--- src/rtl/input_seq_pkg.sv ---
// rtl/input_seq_pkg.sv - shared constants and types for the input event sequencer
// Contents:
//   ADDR_*       register select values on the controller port
//   seq_state_t  sequencer FSM states
//   event_t      event record {changed, state} at the default input count
package input_seq_pkg;

  localparam logic [1:0] ADDR_CONTROL = 2'd0;
  localparam logic [1:0] ADDR_DATA    = 2'd1;
  localparam logic [1:0] ADDR_IRQ     = 2'd2;

  localparam int EVT_INPUTS = 12;

  typedef enum logic [3:0] {
    CFG_CTRL,
    CFG_IRQ,
    BASE_ADDR,
    BASE_CAP,
    IDLE,
    RD_ADDR,
    RD_CAP,
    PUSH,
    CLEAR
  } seq_state_t;

  typedef struct packed {
    logic [EVT_INPUTS-1:0] changed;
    logic [EVT_INPUTS-1:0] state;
  } event_t;

endpackage

--- src/rtl/event_fifo.sv ---
// rtl/event_fifo.sv - small synchronous FIFO holding pending input events
// Ports:
//   clk, rst          clock, synchronous active-high reset (discards contents)
//   push, push_data   write side; a push while full is taken only if the head pops
//   full              no free entry
//   valid, ready      read side handshake; pop when both are 1
//   data              head entry (first-word valid)
module event_fifo #(
  parameter int DEPTH = 4,
  parameter int WIDTH = 24
) (
  input  logic             clk,
  input  logic             rst,
  input  logic             push,
  input  logic [WIDTH-1:0] push_data,
  output logic             full,
  output logic             valid,
  input  logic             ready,
  output logic [WIDTH-1:0] data
);

  localparam int AW = $clog2(DEPTH);
  localparam int CW = AW + 1;

  logic [WIDTH-1:0] mem [DEPTH];
  logic [AW-1:0]    wr_ptr;
  logic [AW-1:0]    rd_ptr;
  logic [CW-1:0]    count;
  logic             pop;
  logic             do_push;

  assign valid   = (count != '0);
  assign full    = (count == CW'(DEPTH));
  assign pop     = valid && ready;
  assign do_push = push && (!full || pop);
  assign data    = mem[rd_ptr];

  always_ff @(posedge clk) begin
    if (do_push) begin
      mem[wr_ptr] <= push_data;
    end
  end

  // Pointers are exactly AW bits wide, so a power-of-two depth wraps by overflow.
  always_ff @(posedge clk) begin
    if (rst) begin
      wr_ptr <= '0;
      rd_ptr <= '0;
      count  <= '0;
    end else begin
      if (do_push) wr_ptr <= wr_ptr + 1'b1;
      if (pop)     rd_ptr <= rd_ptr + 1'b1;
      case ({do_push, pop})
        2'b10:   count <= count + 1'b1;
        2'b01:   count <= count - 1'b1;
        default: count <= count;
      endcase
    end
  end

endmodule

--- src/rtl/input_event_sequencer.sv ---
// rtl/input_event_sequencer.sv - bus master that configures the input controller and turns input changes into events
// Ports:
//   clk, rst                    clock, synchronous active-high reset
//   cfg_control, cfg_irq_mask   values written during configuration
//   cfg_update, clr_errors      pulses: rerun configuration / clear sticky errors
//   io_we, io_register_addr,
//   io_wr_data, io_rd_data,
//   io_done, io_irq             register port of the input controller
//   evt_valid, evt_ready,
//   evt_changed, evt_state      event stream to the consumer
//   busy                        FSM not in IDLE
//   err_timeout, err_overflow   sticky error flags
module input_event_sequencer
  import input_seq_pkg::*;
#(
  parameter int NUM_INPUTS   = EVT_INPUTS,
  parameter int DATA_WIDTH   = 32,
  parameter int FIFO_DEPTH   = 4,
  parameter int POLL_PERIOD  = 50000,
  parameter int DONE_TIMEOUT = 255
) (
  input  logic                  clk,
  input  logic                  rst,
  input  logic [DATA_WIDTH-1:0] cfg_control,
  input  logic [DATA_WIDTH-1:0] cfg_irq_mask,
  input  logic                  cfg_update,
  input  logic                  clr_errors,
  output logic                  io_we,
  output logic [1:0]            io_register_addr,
  output logic [DATA_WIDTH-1:0] io_wr_data,
  input  logic [DATA_WIDTH-1:0] io_rd_data,
  input  logic                  io_done,
  input  logic                  io_irq,
  output logic                  evt_valid,
  input  logic                  evt_ready,
  output logic [NUM_INPUTS-1:0] evt_changed,
  output logic [NUM_INPUTS-1:0] evt_state,
  output logic                  busy,
  output logic                  err_timeout,
  output logic                  err_overflow
);

  localparam int PW = (POLL_PERIOD > 1) ? $clog2(POLL_PERIOD) : 1;
  localparam int TW = (DONE_TIMEOUT > 1) ? $clog2(DONE_TIMEOUT) : 1;
  localparam logic [PW-1:0] POLL_LAST = PW'((POLL_PERIOD > 0) ? POLL_PERIOD - 1 : 0);
  localparam logic [TW-1:0] WAIT_LAST = TW'((DONE_TIMEOUT > 0) ? DONE_TIMEOUT - 1 : 0);

  typedef struct packed {
    logic [NUM_INPUTS-1:0] changed;
    logic [NUM_INPUTS-1:0] state;
  } evt_word_t;

  seq_state_t            state, state_n;
  logic                  io_we_n;
  logic [1:0]            addr_n;
  logic [DATA_WIDTH-1:0] data_n;
  logic [TW-1:0]         wait_cnt, wait_cnt_n;
  logic [PW-1:0]         poll_cnt, poll_cnt_n;
  logic [NUM_INPUTS-1:0] last_state, last_state_n;
  logic [NUM_INPUTS-1:0] samp_r, samp_n;
  logic [NUM_INPUTS-1:0] chg_r, chg_n;
  logic                  cfg_pend, cfg_pend_n;
  logic                  set_tmo, set_ovf;
  logic                  fifo_push, fifo_full, pop;
  logic [NUM_INPUTS-1:0] sample, changed;
  logic [1:0]            wr_addr;
  logic [DATA_WIDTH-1:0] wr_data;
  seq_state_t            wr_next;
  evt_word_t             fifo_in, fifo_out;
  logic                  unused_rd_bits;

  assign sample         = io_rd_data[NUM_INPUTS-1:0];
  assign unused_rd_bits = ^io_rd_data[DATA_WIDTH-1:NUM_INPUTS];
  assign changed        = sample ^ last_state;
  assign pop            = evt_valid && evt_ready;
  assign busy           = (state != IDLE);
  assign fifo_in        = '{changed: chg_r, state: samp_r};
  assign evt_changed    = fifo_out.changed;
  assign evt_state      = fifo_out.state;

  always_comb begin
    state_n      = state;
    io_we_n      = io_we;
    addr_n       = io_register_addr;
    data_n       = io_wr_data;
    wait_cnt_n   = wait_cnt;
    poll_cnt_n   = poll_cnt;
    last_state_n = last_state;
    samp_n       = samp_r;
    chg_n        = chg_r;
    set_tmo      = 1'b0;
    set_ovf      = 1'b0;
    fifo_push    = 1'b0;

    // Target of the write owned by the current write state.
    wr_addr = ADDR_DATA;
    wr_data = DATA_WIDTH'(chg_r);
    wr_next = IDLE;
    if (state == CFG_CTRL) begin
      wr_addr = ADDR_CONTROL;
      wr_data = cfg_control;
      wr_next = CFG_IRQ;
    end else if (state == CFG_IRQ) begin
      wr_addr = ADDR_IRQ;
      wr_data = cfg_irq_mask;
      wr_next = BASE_ADDR;
    end

    case (state)
      // The first cycle of every write state has io_we low, which gives the
      // mandatory idle cycle between back-to-back writes.
      CFG_CTRL, CFG_IRQ, CLEAR: begin
        if (!io_we) begin
          io_we_n    = 1'b1;
          addr_n     = wr_addr;
          data_n     = wr_data;
          wait_cnt_n = '0;
        end else if (io_done) begin
          io_we_n = 1'b0;
          state_n = wr_next;
          if (wr_next == BASE_ADDR) addr_n = ADDR_DATA;
        end else if (wait_cnt == WAIT_LAST) begin
          io_we_n = 1'b0;
          set_tmo = 1'b1;
          state_n = IDLE;
        end else begin
          wait_cnt_n = wait_cnt + 1'b1;
        end
      end
      BASE_ADDR: state_n = BASE_CAP;
      BASE_CAP: begin
        last_state_n = sample;
        state_n      = IDLE;
      end
      IDLE: begin
        if (cfg_pend || cfg_update) begin
          state_n    = CFG_CTRL;
          poll_cnt_n = '0;
        end else if (io_irq || (POLL_PERIOD > 0 && poll_cnt == POLL_LAST)) begin
          state_n    = RD_ADDR;
          addr_n     = ADDR_DATA;
          poll_cnt_n = '0;
        end else if (POLL_PERIOD > 0) begin
          poll_cnt_n = poll_cnt + 1'b1;
        end
      end
      RD_ADDR: state_n = RD_CAP;
      RD_CAP: begin
        samp_n  = sample;
        chg_n   = changed;
        state_n = (changed == '0) ? IDLE : PUSH;
      end
      PUSH: begin
        if (!fifo_full || pop) begin
          fifo_push    = 1'b1;
          last_state_n = samp_r;
          state_n      = CLEAR;
        end else begin
          // last_state is left alone so the same change is seen on the next read.
          set_ovf = 1'b1;
          state_n = IDLE;
        end
      end
      default: state_n = IDLE;
    endcase

    cfg_pend_n = (cfg_pend || cfg_update) && !(state_n == CFG_CTRL && state != CFG_CTRL);
  end

  always_ff @(posedge clk) begin
    if (rst) begin
      state            <= CFG_CTRL;
      io_we            <= 1'b0;
      io_register_addr <= '0;
      io_wr_data       <= '0;
      wait_cnt         <= '0;
      poll_cnt         <= '0;
      last_state       <= '0;
      samp_r           <= '0;
      chg_r            <= '0;
      cfg_pend         <= 1'b0;
      err_timeout      <= 1'b0;
      err_overflow     <= 1'b0;
    end else begin
      state            <= state_n;
      io_we            <= io_we_n;
      io_register_addr <= addr_n;
      io_wr_data       <= data_n;
      wait_cnt         <= wait_cnt_n;
      poll_cnt         <= poll_cnt_n;
      last_state       <= last_state_n;
      samp_r           <= samp_n;
      chg_r            <= chg_n;
      cfg_pend         <= cfg_pend_n;
      err_timeout      <= set_tmo || (err_timeout && !clr_errors);
      err_overflow     <= set_ovf || (err_overflow && !clr_errors);
    end
  end

  event_fifo #(
    .DEPTH (FIFO_DEPTH),
    .WIDTH (2 * NUM_INPUTS)
  ) u_fifo (
    .clk       (clk),
    .rst       (rst),
    .push      (fifo_push),
    .push_data (fifo_in),
    .full      (fifo_full),
    .valid     (evt_valid),
    .ready     (evt_ready),
    .data      (fifo_out)
  );

endmodule

--- config.mk ---
export PLATFORM = sky130hd
export DESIGN_NAME = input_event_sequencer
export DESIGN_NICKNAME = d
export VERILOG_FILES = /design/src/rtl/input_seq_pkg.sv /design/src/rtl/event_fifo.sv /design/src/rtl/input_event_sequencer.sv
export SDC_FILE = /design/constraint.sdc
export NUM_CORES = 1
export LEC_CHECK = 0
export CORE_ASPECT_RATIO = 0.75
export CORE_MARGIN = 1.5
export CORE_UTILIZATION = 54
export CTS_BUF_LIST = sky130_fd_sc_hd__clkbuf_2 sky130_fd_sc_hd__clkbuf_4 sky130_fd_sc_hd__clkbuf_8
export DETAILED_ROUTE_END_ITERATION = 7
export HOLD_SLACK_MARGIN = 0.12
export PLACE_DENSITY = 0.86
export SYNTH_ARGS = -nofsm -noshare
export SYNTH_HDL_FRONTEND = slang
export SYNTH_SLANG_ARGS = --single-unit
--- constraint.sdc ---
create_clock -name clk -period 2.8 [get_ports clk]
set_input_delay 0.28 -clock clk [delete_from_list [all_inputs] [get_ports clk]]
set_output_delay 0.28 -clock clk [all_outputs]
set_load 0.02 [all_outputs]
==> qor.tcl, run 1 <==
set qor(leading_cell_type_in_the_layout_fill_and_taps_excluded) {clkdlybuf4s50_1}
set qor(finalSetupViolations) 0
set qor(synthesis.nets) 845
set qor(synth_ff_type) {dfxtp_1}
set qor(place.port_buffers) 145
set qor(ctsResizeCount) 0
set qor(postRouteWirelength_mm) 19.2
set qor(detail_route.drc_violations) 0
set qor(filler_cell_count) 1084
set qor(async_reset_ff_frac) 0
set qor(layout_worst_path_cycle_share) 0.920
set qor(max_freq_ghz) 0.388
set qor(grt.total_usage) 0.234
set qor(postCtsSetupRepairBufs) 0
set qor(tritoncts) {yes}
set qor(synth-seq-area-share) 0.596
set qor(met1_demand_to_capacity_share_in_global_routing) 0.304
set qor(critPathCaptureType) {output port}
set qor(global_route_wire_length_before_repair_mm) 30.9
set qor(maximum_number_of_pins_on_one_net_before_global_route_repair) 52
set qor(cts_made_buffers) 30
set qor(synth_area_um2) 8570
set qor(finalWorstPathRequiredPeriod_ns) 2.58
set qor(core_um2) 15400
set qor(netlist.area_leader.share) 0.337
set qor(totalPowerFinal_w) 0.00634
set qor(worstSetupPathType) {reg -> out}
set qor(worst_slew_margin_rel) 0.523
set qor(clock_skew_ns) 0.0383
set qor(number_of_enable_flip_flop_cells_after_synthesis) 96
set qor(finalSetupTns_ns) 0
set qor(detailed_place_hpwl_mm) 12.8
set qor(n_antenna_cell) 0
set qor(critical_path.max_fanout) 24
set qor(min_path_type) {in -> reg}
set qor(max-cap-violations) 0
set qor(die_width_um) 148
set qor(grt-busiest-layer) {met2}
set qor(leakage_nw) 3.71
set qor(post_cts_hold_buffer_count) 0
set qor(hold_end) {wait_cnt[1]$_SDFFE_PP0P_}
set qor(cts.path.max_buffers) 3
set qor(synth_area_per_inst_um2) 11.7
set qor(die_h_um) 112
set qor(gr-total-overflow) 0
set qor(post-route-util) 0.709
set qor(avgViaCountPerCell) 5.59
set qor(final_antenna_net_count) 0
set qor(timing.final.hold_violations) 0
set qor(status) {finished clean}
set qor(die_area_um2) 16600
set qor(drt-initial-drc-count) 433
set qor(global_route.usage.met3) 0.0516
set qor(final-instance-count-excl-fill) 1116
set qor(reg2reg_setup_slack_ns) 0.50
set qor(critical_path.reg2reg.endpoint) {u_fifo.count[2]$_SDFFE_PP0P_}
set qor(grt_use_met2) 0.398
set qor(antenna_violations_before_repair) 1
set qor(crit_required_ns) 2.52
set qor(maxSlewViolCount) 0
set qor(startpoint_type) {register}
set qor(clkLatencyLatePin_ns) 0.57
set qor(worst_r2r_path_depth) 10
set qor(first_global_vias) 6169
set qor(most-common-layout-cells) {clkdlybuf4s50_1, dfxtp_1, nand2_1}
set qor(io_pins) 166
set qor(reg2reg_from) {state[1]$_SDFF_PP0_}
set qor(wl_per_cell_um) 17.2
set qor(routabilityCongestion) 0.835
set qor(initial_core_util) 0.557
set qor(hold_path_depth) 2
set qor(yosysWarnings) 0
set qor(grt_setup_unrepaired) {no}
set qor(post_synth_main_area_contributors) {edfxtp_1, dfxtp_1, mux4_2, mux2i_1, nand2_1}
set qor(syn-instance-count) 733
set qor(min-delay-start) {rst}
set qor(place_worst_setup_slack_ns) 0.240
set qor(layout-area-overhead-vs-synth_pct) 27.2
set qor(via_count) 6239
set qor(power_density_nw_per_um2) 582
set qor(std_cell_rows) 39
set qor(final_net_count) 999
set qor(clk_pin_slew_ns) 0.06
set qor(cts_root_buffer) {clkbuf_8}
set qor(vdd_ir_drop_max_mv) 0.391
set qor(worst-endpoint-arrival_ns) 2.30
set qor(postSynthRegisterBits) 207
set qor(share_of_post_route_cells_with_drive_strength_above_1) 0.120
set qor(synth.distinct_cells) 54
set qor(clock_tree.htree_level_count) 1
set qor(dpl.cell_count) 1060
set qor(cts_num_sinks) 207
set qor(worst_tran_pin_value_ns) 0.714
set qor(drt_first_pass_iters) 5
set qor(postLayoutSetupSlackWorst_ns) 0.224
set qor(yosysTopAreaCell) {edfxtp_1}
## synth_stat cells (all sizes together), types with 8 or more instances
cell    instances
or3            10
buf            12
a211oi         26
o21ai          57
xnor2          17
dfxtp         111
nand3          12
nor3           16
edfxtp         96
nand2          97
inv            11
mux4           24
a21oi          35
clkbuf         30
ha              8
mux2i          45
nor2           57
nand4          12
or4             8
## registers in the layout, indices dropped and copies added, names as in the netlist, 2 cells and up, named ones only
register and cells:
poll_cnt 16, io_register_addr 2, u_fifo.wr_ptr 2, u_fifo.count 3, io_wr_data 32, samp_r 12, u_fifo.mem 96, chg_r 12
wait_cnt 8, u_fifo.rd_ptr 2, state 4, last_state 12
## where the power goes
| part | leakage (nW) | total (W) | internal (W) | switching [W] |
|---|---|---|---|---|
| clock network | 0.346 | 0.00246 | 0.00137 | 0.00110 |
| logic | 1.57 | 0.000619 | 0.000305 | 0.000314 |
| registers | 1.79 | 0.00325 | 0.00321 | 0.0000442 |
## routing by layer
layer	wire length, µm	up-vias
met3	1290	35
met4	391	2
met2	9500	209
met5	11	-
li1	-	2997
met1	8000	2996
## cell families (layout without fill, tap and decap cells)
family,Yosys count,after routing,synth area share
compound gates,135,135,0.0919
buf+inv,53,231,0.0260
fa+ha+maj,9,9,0.0140
flops,207,207,0.596
mux,70,70,0.117
simple gates,236,236,0.132
xor+xnor,23,23,0.0235
## worst max-delay path by stage
| stage | startpoint | to | slack, ns | depth (start not counted) |
|---|---|---|---|---|
| after global routing | register | evt_changed[0] | 0.13 | 3 |
| after floorplan | u_fifo.count[0]$_SDFFE_PP0P_ | u_fifo.count[2]$_SDFFE_PP0P_ | 0.46 | 9 |
| after global placement | evt_ready | u_fifo.count[2]$_SDFFE_PP0P_ | 0.33 | 10 |
| after detailed placement | evt_ready | u_fifo.count[2]$_SDFFE_PP0P_ | 0.24 | 10 |
| final | register | evt_changed[0] | 0.22 | 3 |
| after CTS | register | evt_changed[0] | 0.18 | 3 |
## worst max-delay path: stages, from the launching register on
cell	delay [ns]
dfxtp_1	0.35
buf_12	0.23
mux4_2	0.57
clkdlybuf4s50_1	0.57
## final cells by class
type                       instances  area, µm²  share of cell area
inverter                          11       41.3             0.00379
clock buffer                      51        608              0.0558
clock inverter                     5       33.8             0.00310
sequential                       207       5110               0.469
multi-input combinational        473       3250               0.298
timing repair buffer             164       1600               0.147
tap                              205        256              0.0235
## metrics by stage
stage / cell area [µm²] / hold WS, ns
after detailed placement: 10300 / 0.441
after global placement: 10300 / 0.432
after floorplan: 8570 / 0.416
final: 10900 / 0.150
after CTS: 10900 / 0.128
after global routing: 10900 / 0.155
Note: power is estimated with default switching activity, not from simulation.
==> run 2: changes to the inputs <==
--- a/config.mk
+++ b/config.mk
@@ -6,7 +6,6 @@
 export NUM_CORES = 1
 export LEC_CHECK = 0
 export CORE_ASPECT_RATIO = 0.75
-export CORE_MARGIN = 1.5
 export CORE_UTILIZATION = 54
 export CTS_BUF_LIST = sky130_fd_sc_hd__clkbuf_2 sky130_fd_sc_hd__clkbuf_4 sky130_fd_sc_hd__clkbuf_8
 export DETAILED_ROUTE_END_ITERATION = 7
==> run 2 against run 1 <==
Compared with the run above: flip-flop and latch count stayed put; final area about the same; sequential power about the same; via count decreased by 0.82%; worst setup slack lost 0.091 ns; clock power increased by 5%; first-iteration DRC count down 18%; critical path depth rose by 2; largest cell class unchanged.
==> qor.tcl, run 2 (synthesis gave the netlist of run 1 again) <==
set qor(clk_pin_slew_ns) 0.07
set qor(cts.path.max_buffers) 3
set qor(power_density_nw_per_um2) 592
set qor(first_global_vias) 5857
set qor(worst_slew_margin_rel) 0.213
set qor(final-instance-count-excl-fill) 1114
set qor(final_net_count) 997
set qor(clkLatencyLatePin_ns) 0.58
set qor(global_route_wire_length_before_repair_mm) 29.7
set qor(min_path_type) {in -> reg}
set qor(tritoncts) {yes}
set qor(startpoint_type) {register}
set qor(routabilityCongestion) 0.813
set qor(ctsResizeCount) 0
set qor(cts_made_buffers) 30
set qor(finalSetupViolations) 0
set qor(leakage_nw) 3.70
set qor(worst_tran_pin_value_ns) 1.18
set qor(critPathCaptureType) {output port}
set qor(setup.worst_path.end) {busy}
set qor(status) {finished clean}
set qor(maxSlewViolCount) 0
set qor(layout_worst_path_cycle_share) 0.952
set qor(wl_per_cell_um) 16.6
set qor(dpl.cell_count) 1058
set qor(gr-total-overflow) 0
set qor(critical_path.reg2reg.endpoint) {u_fifo.count[2]$_SDFFE_PP0P_}
set qor(die_area_um2) 16400
set qor(postRouteWirelength_mm) 18.5
set qor(initial_core_util) 0.557
set qor(reg2reg_setup_slack_ns) 0.48
set qor(registers.top_by_ff_count) {u_fifo.mem}
set qor(filler_cell_count) 1090
set qor(layout-area-overhead-vs-synth_pct) 27.3
set qor(multiInputGateArea_um2) 3250
set qor(reg_top3) {u_fifo.mem x96, io_wr_data x32, poll_cnt x16}
set qor(core_um2) 15400
set qor(avgViaCountPerCell) 5.55
set qor(vdd_ir_drop_max_mv) 0.447
set qor(most-common-layout-cells) {clkdlybuf4s50_1, dfxtp_1, nand2_1}
set qor(post_cts_hold_buffer_count) 0
set qor(reg2reg_from) {state[1]$_SDFF_PP0_}
set qor(timing.final.hold_violations) 0
set qor(share_of_post_route_cells_with_drive_strength_above_1) 0.113
set qor(clock_tree.htree_level_count) 1
set qor(via_count) 6188
set qor(crit_required_ns) 2.52
set qor(finalWorstPathRequiredPeriod_ns) 2.67
set qor(maximum_number_of_pins_on_one_net_before_global_route_repair) 43
set qor(timing.critical_path.from) {state[2]$_SDFF_PP0_}
set qor(max-cap-violations) 0
set qor(largest_register_ffs) 96
set qor(layout.area.seq_um2) 5110
set qor(grt_setup_unrepaired) {no}
set qor(n_antenna_cell) 0
set qor(finalSetupTns_ns) 0
set qor(worstSetupPathType) {reg -> out}
set qor(worst-endpoint-arrival_ns) 2.39
set qor(drt_first_pass_iters) 4
set qor(final_antenna_net_count) 0
set qor(worst_r2r_path_depth) 10
set qor(io_pins) 166
set qor(cts_num_sinks) 207
set qor(place.port_buffers) 145
set qor(die_width_um) 147
set qor(detail_route.drc_violations) 0
set qor(postCtsSetupRepairBufs) 0
set qor(drt-initial-drc-count) 354
set qor(max_freq_ghz) 0.375
set qor(leading_cell_type_in_the_layout_fill_and_taps_excluded) {clkdlybuf4s50_1}
set qor(detailed_place_hpwl_mm) 12.5
set qor(critical_path.max_fanout) 17
set qor(antenna_violations_before_repair) 0
set qor(std_cell_rows) 39
set qor(grt.total_usage) 0.228
set qor(cts_root_buffer) {clkbuf_8}
set qor(clock_skew_ns) 0.0344
set qor(die_h_um) 111
==> run 2: cell count changes in the layout (fill, tap and decap cells not counted) <==
cell        delta
buf_4          -2
bufinv_16      +3
clkbuf_4      -10
clkbuf_8       -3
clkinv_1       +4
clkinv_2       +4
clkinvlp_4     +2
==> run 2: where the power goes <==
part           switching [W]  internal, W
sequential         0.0000460      0.00321
combinational       0.000308     0.000304
clock                0.00114      0.00144
total                0.00149      0.00495
==> run 2: worst min path at each step <==
stage	startpoint	endpoint	slack [ns]	cells after the start
6_report	rst	register	0.20	2
4_1_cts	rst	register	0.17	2
2_1_floorplan	io_rd_data[0]	samp_r[0]$_SDFFE_PP0P_	0.42	2
3_3_place_gp	io_wr_data[13]$_SDFFE_PP0P_	io_wr_data[13]$_SDFFE_PP0P_	0.43	2
5_1_grt	rst	register	0.20	2
3_5_place_dp	io_wr_data[0]$_SDFFE_PP0P_	io_wr_data[0]$_SDFFE_PP0P_	0.44	2
==> run 2: through the flow <==
stage	power, W	util	instance area (µm²)	setup WS, ns	hold slack (ns)
after global routing	0.00667	0.709	10900	0.0374	0.197
after detailed placement	0.00393	0.666	10200	0.290	0.443
final	0.00645	0.709	10900	0.133	0.196
after CTS	0.00650	0.709	10900	0.130	0.165
after floorplan	0.00362	-	8570	0.460	0.416
after global placement	0.00392	0.666	10200	0.323	0.433
==> run 2: layer usage <==
metal  vias to the layer above  GRT usage  routed length [µm]
met4                         0     0.0405                 241
li1                       2992          -                   -
met1                      2949      0.308                8050
met3                        26     0.0543                1310
met2                       221      0.379                8870
met5                         -          0                   0
==> run 2: final cells by class <==
class,instances,area share
tap,205,0.0235
clock buffer,38,0.0451
multi-input combinational,473,0.298
inverter,11,0.00379
clock inverter,18,0.0160
sequential,207,0.468
timing repair buffer,162,0.146
==> run 2: worst max-delay path, stage by stage (launching register included) <==
cell and delay (ns):
dfxtp_1 0.61, nand2b_4 0.12, nor3_4 0.29, inv_2 0.07, buf_4 0.20, clkdlybuf4s50_1 0.55
